$ cat src/rtl/gpio_in_debounce_if.sv
// rtl/gpio_in_debounce_if.sv - pad-to-GPIO-core conditioning bus; GPIO_DEB_IRQ_EN adds interrupt signals
interface gpio_in_debounce_if #(
    parameter int W = 32
);
    logic [W-1:0] pad_i;
    logic         deb_en;
    logic [W-1:0] gpio_io_i;
    logic [W-1:0] chg_pulse;
    logic         busy;
`ifdef GPIO_DEB_IRQ_EN
    logic [W-1:0] irq_mask;
    logic [W-1:0] irq_clr;
    logic [W-1:0] irq_status;
    logic         irq;

    modport master (
        output pad_i, deb_en, irq_mask, irq_clr,
        input  gpio_io_i, chg_pulse, busy, irq_status, irq
    );
    modport slave (
        input  pad_i, deb_en, irq_mask, irq_clr,
        output gpio_io_i, chg_pulse, busy, irq_status, irq
    );
`else
    modport master (
        output pad_i, deb_en,
        input  gpio_io_i, chg_pulse, busy
    );
    modport slave (
        input  pad_i, deb_en,
        output gpio_io_i, chg_pulse, busy
    );
`endif
endinterface

$ cat src/rtl/gpio_in_debounce.sv
// rtl/gpio_in_debounce.sv - per-bit synchronizer + stability-count debouncer; GPIO_DEB_IRQ_EN adds change interrupts
module gpio_in_debounce #(
    parameter int C_GPIO_WIDTH  = 32,
    parameter int C_SYNC_STAGES = 2,
    parameter int C_DEB_CYCLES  = 16
) (
    input logic                clk,
    input logic                rst,
    gpio_in_debounce_if.slave  bus
);
    localparam int CW = $clog2(C_DEB_CYCLES + 1);
    localparam logic [CW-1:0] CNT_LAST = CW'(C_DEB_CYCLES - 1);

    typedef enum logic {ST_STABLE, ST_COUNT} state_t;

    logic [C_GPIO_WIDTH-1:0] sync_q [C_SYNC_STAGES];
    logic [C_GPIO_WIDTH-1:0] sync;
    logic                    deb_en_q;

    state_t                  state_q [C_GPIO_WIDTH];
    state_t                  state_d [C_GPIO_WIDTH];
    logic [CW-1:0]           cnt_q   [C_GPIO_WIDTH];
    logic [CW-1:0]           cnt_d   [C_GPIO_WIDTH];

    logic [C_GPIO_WIDTH-1:0] gpio_q, gpio_d;
    logic [C_GPIO_WIDTH-1:0] chg_q, chg_d;
    logic                    busy_q, busy_d;

    assign sync = sync_q[C_SYNC_STAGES-1];

    // Synchronizer chain and deb_en history (history tracks even in reset so release is not seen as a toggle)
    always_ff @(posedge clk) begin
        deb_en_q <= bus.deb_en;
        if (rst) begin
            for (int s = 0; s < C_SYNC_STAGES; s++) sync_q[s] <= '0;
        end else begin
            sync_q[0] <= bus.pad_i;
            for (int s = 1; s < C_SYNC_STAGES; s++) sync_q[s] <= sync_q[s-1];
        end
    end

    // State, counters and registered outputs
    always_ff @(posedge clk) begin
        if (rst) begin
            for (int b = 0; b < C_GPIO_WIDTH; b++) begin
                state_q[b] <= ST_STABLE;
                cnt_q[b]   <= '0;
            end
            gpio_q <= '0;
            chg_q  <= '0;
            busy_q <= 1'b0;
        end else begin
            for (int b = 0; b < C_GPIO_WIDTH; b++) begin
                state_q[b] <= state_d[b];
                cnt_q[b]   <= cnt_d[b];
            end
            gpio_q <= gpio_d;
            chg_q  <= chg_d;
            busy_q <= busy_d;
        end
    end

    // Next-state: a deb_en toggle only restarts counting; bypass follows sync; otherwise per-bit debounce
    always_comb begin
        gpio_d = gpio_q;
        chg_d  = '0;
        busy_d = 1'b0;
        for (int b = 0; b < C_GPIO_WIDTH; b++) begin
            state_d[b] = state_q[b];
            cnt_d[b]   = cnt_q[b];
        end
        if (bus.deb_en != deb_en_q) begin
            for (int b = 0; b < C_GPIO_WIDTH; b++) begin
                state_d[b] = ST_STABLE;
                cnt_d[b]   = '0;
            end
        end else if (!bus.deb_en) begin
            gpio_d = sync;
            chg_d  = sync ^ gpio_q;
            for (int b = 0; b < C_GPIO_WIDTH; b++) begin
                state_d[b] = ST_STABLE;
                cnt_d[b]   = '0;
            end
        end else begin
            for (int b = 0; b < C_GPIO_WIDTH; b++) begin
                case (state_q[b])
                    ST_STABLE: begin
                        if (sync[b] != gpio_q[b]) begin
                            if (C_DEB_CYCLES == 1) begin
                                gpio_d[b] = sync[b];
                                chg_d[b]  = 1'b1;
                            end else begin
                                state_d[b] = ST_COUNT;
                                cnt_d[b]   = CW'(1);
                            end
                        end
                    end
                    ST_COUNT: begin
                        if (sync[b] == gpio_q[b]) begin
                            state_d[b] = ST_STABLE;
                            cnt_d[b]   = '0;
                        end else if (cnt_q[b] == CNT_LAST) begin
                            gpio_d[b]  = sync[b];
                            chg_d[b]   = 1'b1;
                            state_d[b] = ST_STABLE;
                            cnt_d[b]   = '0;
                        end else begin
                            cnt_d[b] = cnt_q[b] + CW'(1);
                        end
                    end
                    default: begin
                        state_d[b] = ST_STABLE;
                        cnt_d[b]   = '0;
                    end
                endcase
            end
        end
        for (int b = 0; b < C_GPIO_WIDTH; b++) begin
            if (state_d[b] == ST_COUNT) busy_d = 1'b1;
        end
    end

    assign bus.gpio_io_i = gpio_q;
    assign bus.chg_pulse = chg_q;
    assign bus.busy      = busy_q;

`ifdef GPIO_DEB_IRQ_EN
    logic [C_GPIO_WIDTH-1:0] irq_status_q;
    logic                    irq_q;

    // Sticky change status (a new set beats a simultaneous clear) and its registered summary
    always_ff @(posedge clk) begin
        if (rst) begin
            irq_status_q <= '0;
            irq_q        <= 1'b0;
        end else begin
            irq_status_q <= (irq_status_q & ~bus.irq_clr) | (chg_q & bus.irq_mask);
            irq_q        <= |irq_status_q;
        end
    end

    assign bus.irq_status = irq_status_q;
    assign bus.irq        = irq_q;
`endif
endmodule
$ cat src/flat_wrapper.sv
// flat-port wrapper written by rule: the top's interface ports become plain ports
module gpio_in_debounce_flat 
#(
    parameter int C_GPIO_WIDTH  = 32,
    parameter int C_SYNC_STAGES = 2,
    parameter int C_DEB_CYCLES  = 16
)
  (clk, rst, bus_pad_i, bus_deb_en, bus_gpio_io_i, bus_chg_pulse, bus_busy);
  gpio_in_debounce_if bus_i ();
  input logic clk;
  input logic rst;
  input wire logic [$bits(bus_i.pad_i)-1:0] bus_pad_i;
  input wire logic [$bits(bus_i.deb_en)-1:0] bus_deb_en;
  output wire logic [$bits(bus_i.gpio_io_i)-1:0] bus_gpio_io_i;
  output wire logic [$bits(bus_i.chg_pulse)-1:0] bus_chg_pulse;
  output wire logic [$bits(bus_i.busy)-1:0] bus_busy;
  assign bus_i.pad_i = bus_pad_i;
  assign bus_i.deb_en = bus_deb_en;
  assign bus_gpio_io_i = bus_i.gpio_io_i;
  assign bus_chg_pulse = bus_i.chg_pulse;
  assign bus_busy = bus_i.busy;
  gpio_in_debounce #(.C_GPIO_WIDTH(C_GPIO_WIDTH), .C_SYNC_STAGES(C_SYNC_STAGES), .C_DEB_CYCLES(C_DEB_CYCLES)) u_core (.clk(clk), .rst(rst), .bus(bus_i));
endmodule
$ cat config.mk
export PLATFORM = sky130hd
export DESIGN_NAME = gpio_in_debounce_flat
export DESIGN_NICKNAME = d
export VERILOG_FILES = /design/src/rtl/gpio_in_debounce_if.sv /design/src/rtl/gpio_in_debounce.sv /design/src/flat_wrapper.sv
export SDC_FILE = /design/constraint.sdc
export NUM_CORES = 1
export LEC_CHECK = 0
export ABC_CLOCK_PERIOD_IN_PS = 1650
export BUFFER_PORTS_ARGS = -buffer_cell sky130_fd_sc_hd__buf_2
export CAP_MARGIN = 5
export CORE_MARGIN = 2
export CORE_UTILIZATION = 54
export DETAILED_ROUTE_END_ITERATION = 8
export GPL_TIMING_DRIVEN = 0
export PLACE_DENSITY = 0.78
export SYNTH_ARGS = -nofsm -noshare
export SYNTH_HDL_FRONTEND = slang
export SYNTH_SLANG_ARGS = --single-unit
export TNS_END_PERCENT = 20
$ cat constraint.sdc
create_clock -name clk -period 1.65 [get_ports clk]
set_input_delay 0.33 -clock clk [delete_from_list [all_inputs] [get_ports clk]]
set_output_delay 0.33 -clock clk [all_outputs]
set_load 0.05 [all_outputs]
## Word-level counts from Yosys, hierarchy flattened

Memory sizes are Yosys's and may differ from the RTL's.
Index checks and enable logic that the tools add are counted.

| cells by class | value |
|---|---|
| add/subtract/negate cells | 32 |
| equality and inequality tests | 193 |
| mux-type cells | 555 |
| bitwise operators | 100 |
| reductions and logical operators | 33 |

Operator list:

| cell | number |
|---|---|
| 5-bit 2-to-1 mux | 128 |
| 1-bit 2-to-1 mux | 355 |
| 160-bit 2-to-1 mux | 2 |
| 5-bit case mux with 2 select lines | 32 |
| 32-bit 2-to-1 mux | 6 |
| 5-bit by 1-bit adder with 5-bit output, second input constant | 32 |
| 5-bit by 4-bit equality test with 1-bit output, second input constant | 32 |
| 2-bit by 1-bit != test with 1-bit output, second input constant | 64 |
| 4-bit AND reduction | 32 |
| 1-bit OR | 66 |
| 2-bit != test, second input constant | 32 |
| 1-bit case mux with 2 select lines | 32 |
| 1-bit != test | 33 |
| 1-bit NOT | 33 |
| 1-bit equality test | 32 |
| 32-bit XOR | 1 |
| 2-bit OR reduction | 1 |

| word-level totals | value |
|---|---|
| flip-flop bits (word level) | 66 |
| RAM bits | 256 |
| bits of input ports | 35 |
| output and inout port bits | 65 |
| word-level logic and storage cells | 951 |
| memories | 3 |

Memory list:

| name | depth | bits a word | rd ports | clocked after memory_dff | wr ports | RTL line | source |
|---|---|---|---|---|---|---|---|
| u_core.cnt_q | 32 | 5 | 32 | 0 | 32 | gpio_in_debounce.sv:22 | `logic [CW-1:0] cnt_q [C_GPIO_WIDTH];` |
| u_core.sync_q | 2 | 32 | 2 | 0 | 2 | gpio_in_debounce.sv:16 | `logic [C_GPIO_WIDTH-1:0] sync_q [C_SYNC_STAGES];` |
| u_core.state_q | 32 | 1 | 32 | 0 | 32 | gpio_in_debounce.sv:20 | `state_t state_q [C_GPIO_WIDTH];` |

## Logic depth before layout (Yosys ltp)

| logic depth | value |
|---|---|
| depth after elaboration | 38 |
| depth in mapped cells | 8 |

## Worst setup path before layout

Ideal clock, no wire load.

| path | value |
|---|---|
| kind | reg2reg |
| start | register u_core.gpio_q[4], in the netlist u_core.bus.gpio_io_i[4] |
| end | register u_core.busy_q, in the netlist u_core.bus.busy |
| arrival | 1.838 ns |
| required time | 1.519 ns |
| setup slack | -0.319 ns |
| cell stages (with the launch flop) | 6 |
| buffers on the path | 0 |
| cells stage by stage | dfxtp_1 > xor2_1 > a21boi_2 > a2111o_1 > a2111oi_2 > a31oi_1 |

| between the ends | value |
|---|---|
| word-level cells in the longest chain between the ends | 33 |
| elaborated cells on any way between the ends | 35 |
| those cells by class | eq/ne: 2; mux: 33 |

RTL lines:

| what | RTL line | source |
|---|---|---|
| start, declared | gpio_in_debounce.sv:25 | `logic [C_GPIO_WIDTH-1:0] gpio_q, gpio_d;` |
| start signal, assigned | gpio_in_debounce.sv:57 | `gpio_q <= gpio_d;` |
| 1-bit equality test / 1-bit != test (equally long branches) | gpio_in_debounce.sv:99, gpio_in_debounce.sv:88 |  |
| 1-bit 2-to-1 mux, on equally long branches | gpio_in_debounce.sv:99, gpio_in_debounce.sv:88 |  |
| 1-bit case mux with 2 select lines (*) | gpio_in_debounce.sv:86 | `case (state_q[b])` |
| 32-bit 2-to-1 mux (*) | gpio_in_debounce.sv:77 | `end else if (!bus.deb_en) begin` |
| 32-bit 2-to-1 mux (*) | gpio_in_debounce.sv:72 | `if (bus.deb_en != deb_en_q) begin` |
| 1-bit 2-to-1 mux (*) (28 in a row) | gpio_in_debounce.sv:119 | `if (state_d[b] == ST_COUNT) busy_d = 1'b1;` |
| end signal, assigned | gpio_in_debounce.sv:59 | `busy_q <= busy_d;` |
| end, declared | gpio_in_debounce.sv:27 | `logic busy_q, busy_d;` |

Mark *: on every way between the ends. The rest lies on a longest branch, timed or not.
A chain may end at the register's enable or synchronous reset.

==> results.ini <==
[critical_path]
cpLargestDelayFamily=simple AND/OR/NAND/NOR gates
ff2ff_setup_slack_ns=-0.24
crit_path_cell_trace=ha_1 > nand3_1 > o21ai_2 > nand4_1 > nor4_4 > a31oi_1
max_stage_delay_ns=0.41
endpoint=u_core.bus.busy$_SDFF_PP0_
rr_endpoint=u_core.bus.busy$_SDFF_PP0_
reg2reg_depth=6
cp_max_fo=4
end_kind=flip-flop
cp_data_arrival_time_ns=2.26
critPathLaunchType=flip-flop
startpoint=u_core.cnt_q[1][10]$_SDFFE_PP0P_
required_ns=2.02
worstSetupPathType=flip-flop to flip-flop
crit_buf_inv=0
cp.depth=6
crit_path_top_delay_cell=nor4_4
r2r_start=u_core.cnt_q[1][10]$_SDFFE_PP0P_

[outcome]
violations=setup timing
status=complete, but fails checks

[final_layout]
final_cells=1947
drive_above_1_share=0.221
antenna_cells=0
syn_to_final_growth_pct=23.7
nNetsFinal=1670
post-route-util=0.682
postLayoutCellArea_um2=16100

[clock_tree]
cts_tree=built
max-clock-path-buffers=3
numCtsBuffers=34
cts.sinks=322
htreeDepth=2
clk_pin_slew_ns=0.06
clock_latency_ns=0.51
clock-root-buffer=clkbuf_16

[timing]
setup_viol=3
fin_crit_ns=1.89
maxClockFrequency_mhz=529
period_share=1.15
hold_ws_ns=0.0301
finalWorstSetupSlack_ns=-0.240
rsz0062_at_grt=true
slew_headroom=0.409
slew_viol_final=0
worst_pin_slew_ns=0.887
fin_worst_skew_ns=0.0119
hold_violations=0

[grt]
grt_max_degree=15
overflow=0
antenna_found_initial=0
grt_pass1_vias=10700
grt_pass1_wl_mm=53.7
grt.total_usage=0.260

[placed_design]
hpwl_mm=22.5
dp.cells=1862
port_buffers=98
pre_cts_ws_ns=-0.641
place_area_um2=14000
gp_congestion=0.894

[routing]
drc=0
wl_mm=35.4
drtIter0Drc=999
vias=11600
avgViaCountPerCell=5.94
ant_nets=0
wl_per_cell_um=18.2
dr.pass1.iters=5

[synth]
synth_seq_cells=322
syn_area_um2=13000
synthCells=1445
syn_nets=1512
yosys_warnings=0
ys_types=43
ys_async_sr_fraction=0
avgSynthCellArea_um2=8.98
synth_edf_count=0
synth-seq-area-share=0.497
ys.flop_type=dfxtp_1

[hold_path]
min-delay-path-class=input port to flip-flop
min-delay-start=bus_pad_i[25]

[run]
maxCapViolations=0

[floorplanning]
die_w_um=159
pin_count=100
die_area_um2=25300
start_util=0.551
core_um2=23500
die_y_um=159
std_cell_rows=56

[power]
p_leak_uw=0.00672
max-vdd-ir-drop_v=0.000781
p_per_area_nw_per_um2=1060

synth_stat cells (33+ instances only):
cell      instances  share of area
and3_1           37          0.018
a22oi_1          33          0.019
clkbuf_1         33         0.0095
nor2_1          188          0.054
nand2_1          77          0.022
a21oi_1         118          0.045
dfxtp_1         322           0.50
nand3_1          72          0.028
o211a_1          39          0.030
nor2b_1          64          0.031
o21ai_0         156          0.060
flip-flops by register name, summed over array words and instances (netlist names):
name                  cells
u_core.deb_en_q           1
u_core.bus.chg_pulse     32
u_core.state_q           32
u_core.cnt_q            160
u_core.bus.busy           1
u_core.sync_q            64
u_core.bus.gpio_io_i     32
metal layers:
| layer | global-route usage | part of all wire | vias to the layer above |
|---|---|---|---|
| li1 | - | - | 5482 |
| met1 | 0.331 | 0.42 | 5561 |
| met2 | 0.447 | 0.48 | 429 |
| met3 | 0.0409 | 0.062 | 99 |
| met4 | 0.0975 | 0.035 | 0 |
| met5 | 0 | 0 | - |
placed cells by master (no fill, tap or decap), types with 11 or more instances in the layout:
cell type / count
a21oi_1: 117
a22oi_1: 32
and2_1: 20
and3_1: 37
buf_2: 101
buf_4: 29
clkbuf_1: 18
clkbuf_16: 37
clkbuf_2: 17
dfxtp_1: 289
dfxtp_2: 24
ha_1: 17
ha_4: 11
mux2i_1: 16
nand2_1: 76
nand2b_1: 17
nand3_1: 52
nand3_2: 17
nand3b_1: 29
nand4b_1: 16
nor2_1: 185
nor2b_1: 64
nor3_1: 11
nor3b_1: 32
o211a_1: 39
o21ai_0: 134
o21ai_2: 23
or3_1: 32
xor2_1: 13
xor2_2: 18
area by class of cell:
type,count,area [µm²]
Buffer,46,265
Timing Repair Buffer,124,699
Clock inverter,9,129
Multi-Input combinational cell,1075,6990
Sequential cell,322,6510
Clock buffer,52,1070
Fill cell,1831,7480
Tap cell,319,399
power by group:
group / switching, µW / total, µW / internal [µW] / leakage (µW)
combinational: 650 / 931 / 282 / 0.00350
clock: 3090 / 8060 / 4970 / 0.000592
sequential: 90.5 / 7970 / 7880 / 0.00263
worst min path at each step:
stage                                                  to  slack (ns)  cells past startpoint
final                     u_core.sync_q[0][25]$_SDFF_PP0_        0.03                      2
after global routing      u_core.sync_q[0][19]$_SDFF_PP0_        0.03                      2
after CTS                 u_core.sync_q[0][29]$_SDFF_PP0_        0.02                      2
after detailed placement  u_core.sync_q[0][63]$_SDFF_PP0_        0.42                      1
after global placement    u_core.sync_q[0][35]$_SDFF_PP0_        0.42                      1
after floorplan                   u_core.deb_en_q$_DFF_P_        0.36                      0
kinds of logic after synthesis:
family,after synthesis,synth area share
compound gates,371,0.169
xor+xnor,32,0.0222
fa+ha+maj,32,0.0308
buf+inv,48,0.0151
flops,322,0.497
mux,16,0.0123
simple gates,624,0.254
stage by stage:
| step | TNS, ns | power [µW] |
|---|---|---|
| after CTS | -0.411 | 17000 |
| after detailed placement | -119.07 | 8960 |
| after floorplan | -0.362 | 8640 |
| after global routing | -1.36 | 17400 |
| final | -0.242 | 17000 |
| after global placement | -110.47 | 8940 |
timing repair:
| item | in CTS | in global routing |
|---|---|---|
| pin swaps | 12 | 23 |
| cloned | 0 | 0 |
| setup buffers | 13 | 12 |
| hold endpoints to repair | 1 | 0 |
| endpoints found under the setup margin | 243 | 162 |
| resized for setup | 108 | 104 |
| hold buffers | 1 | 0 |
Note: power is estimated with default switching activity, not from simulation.
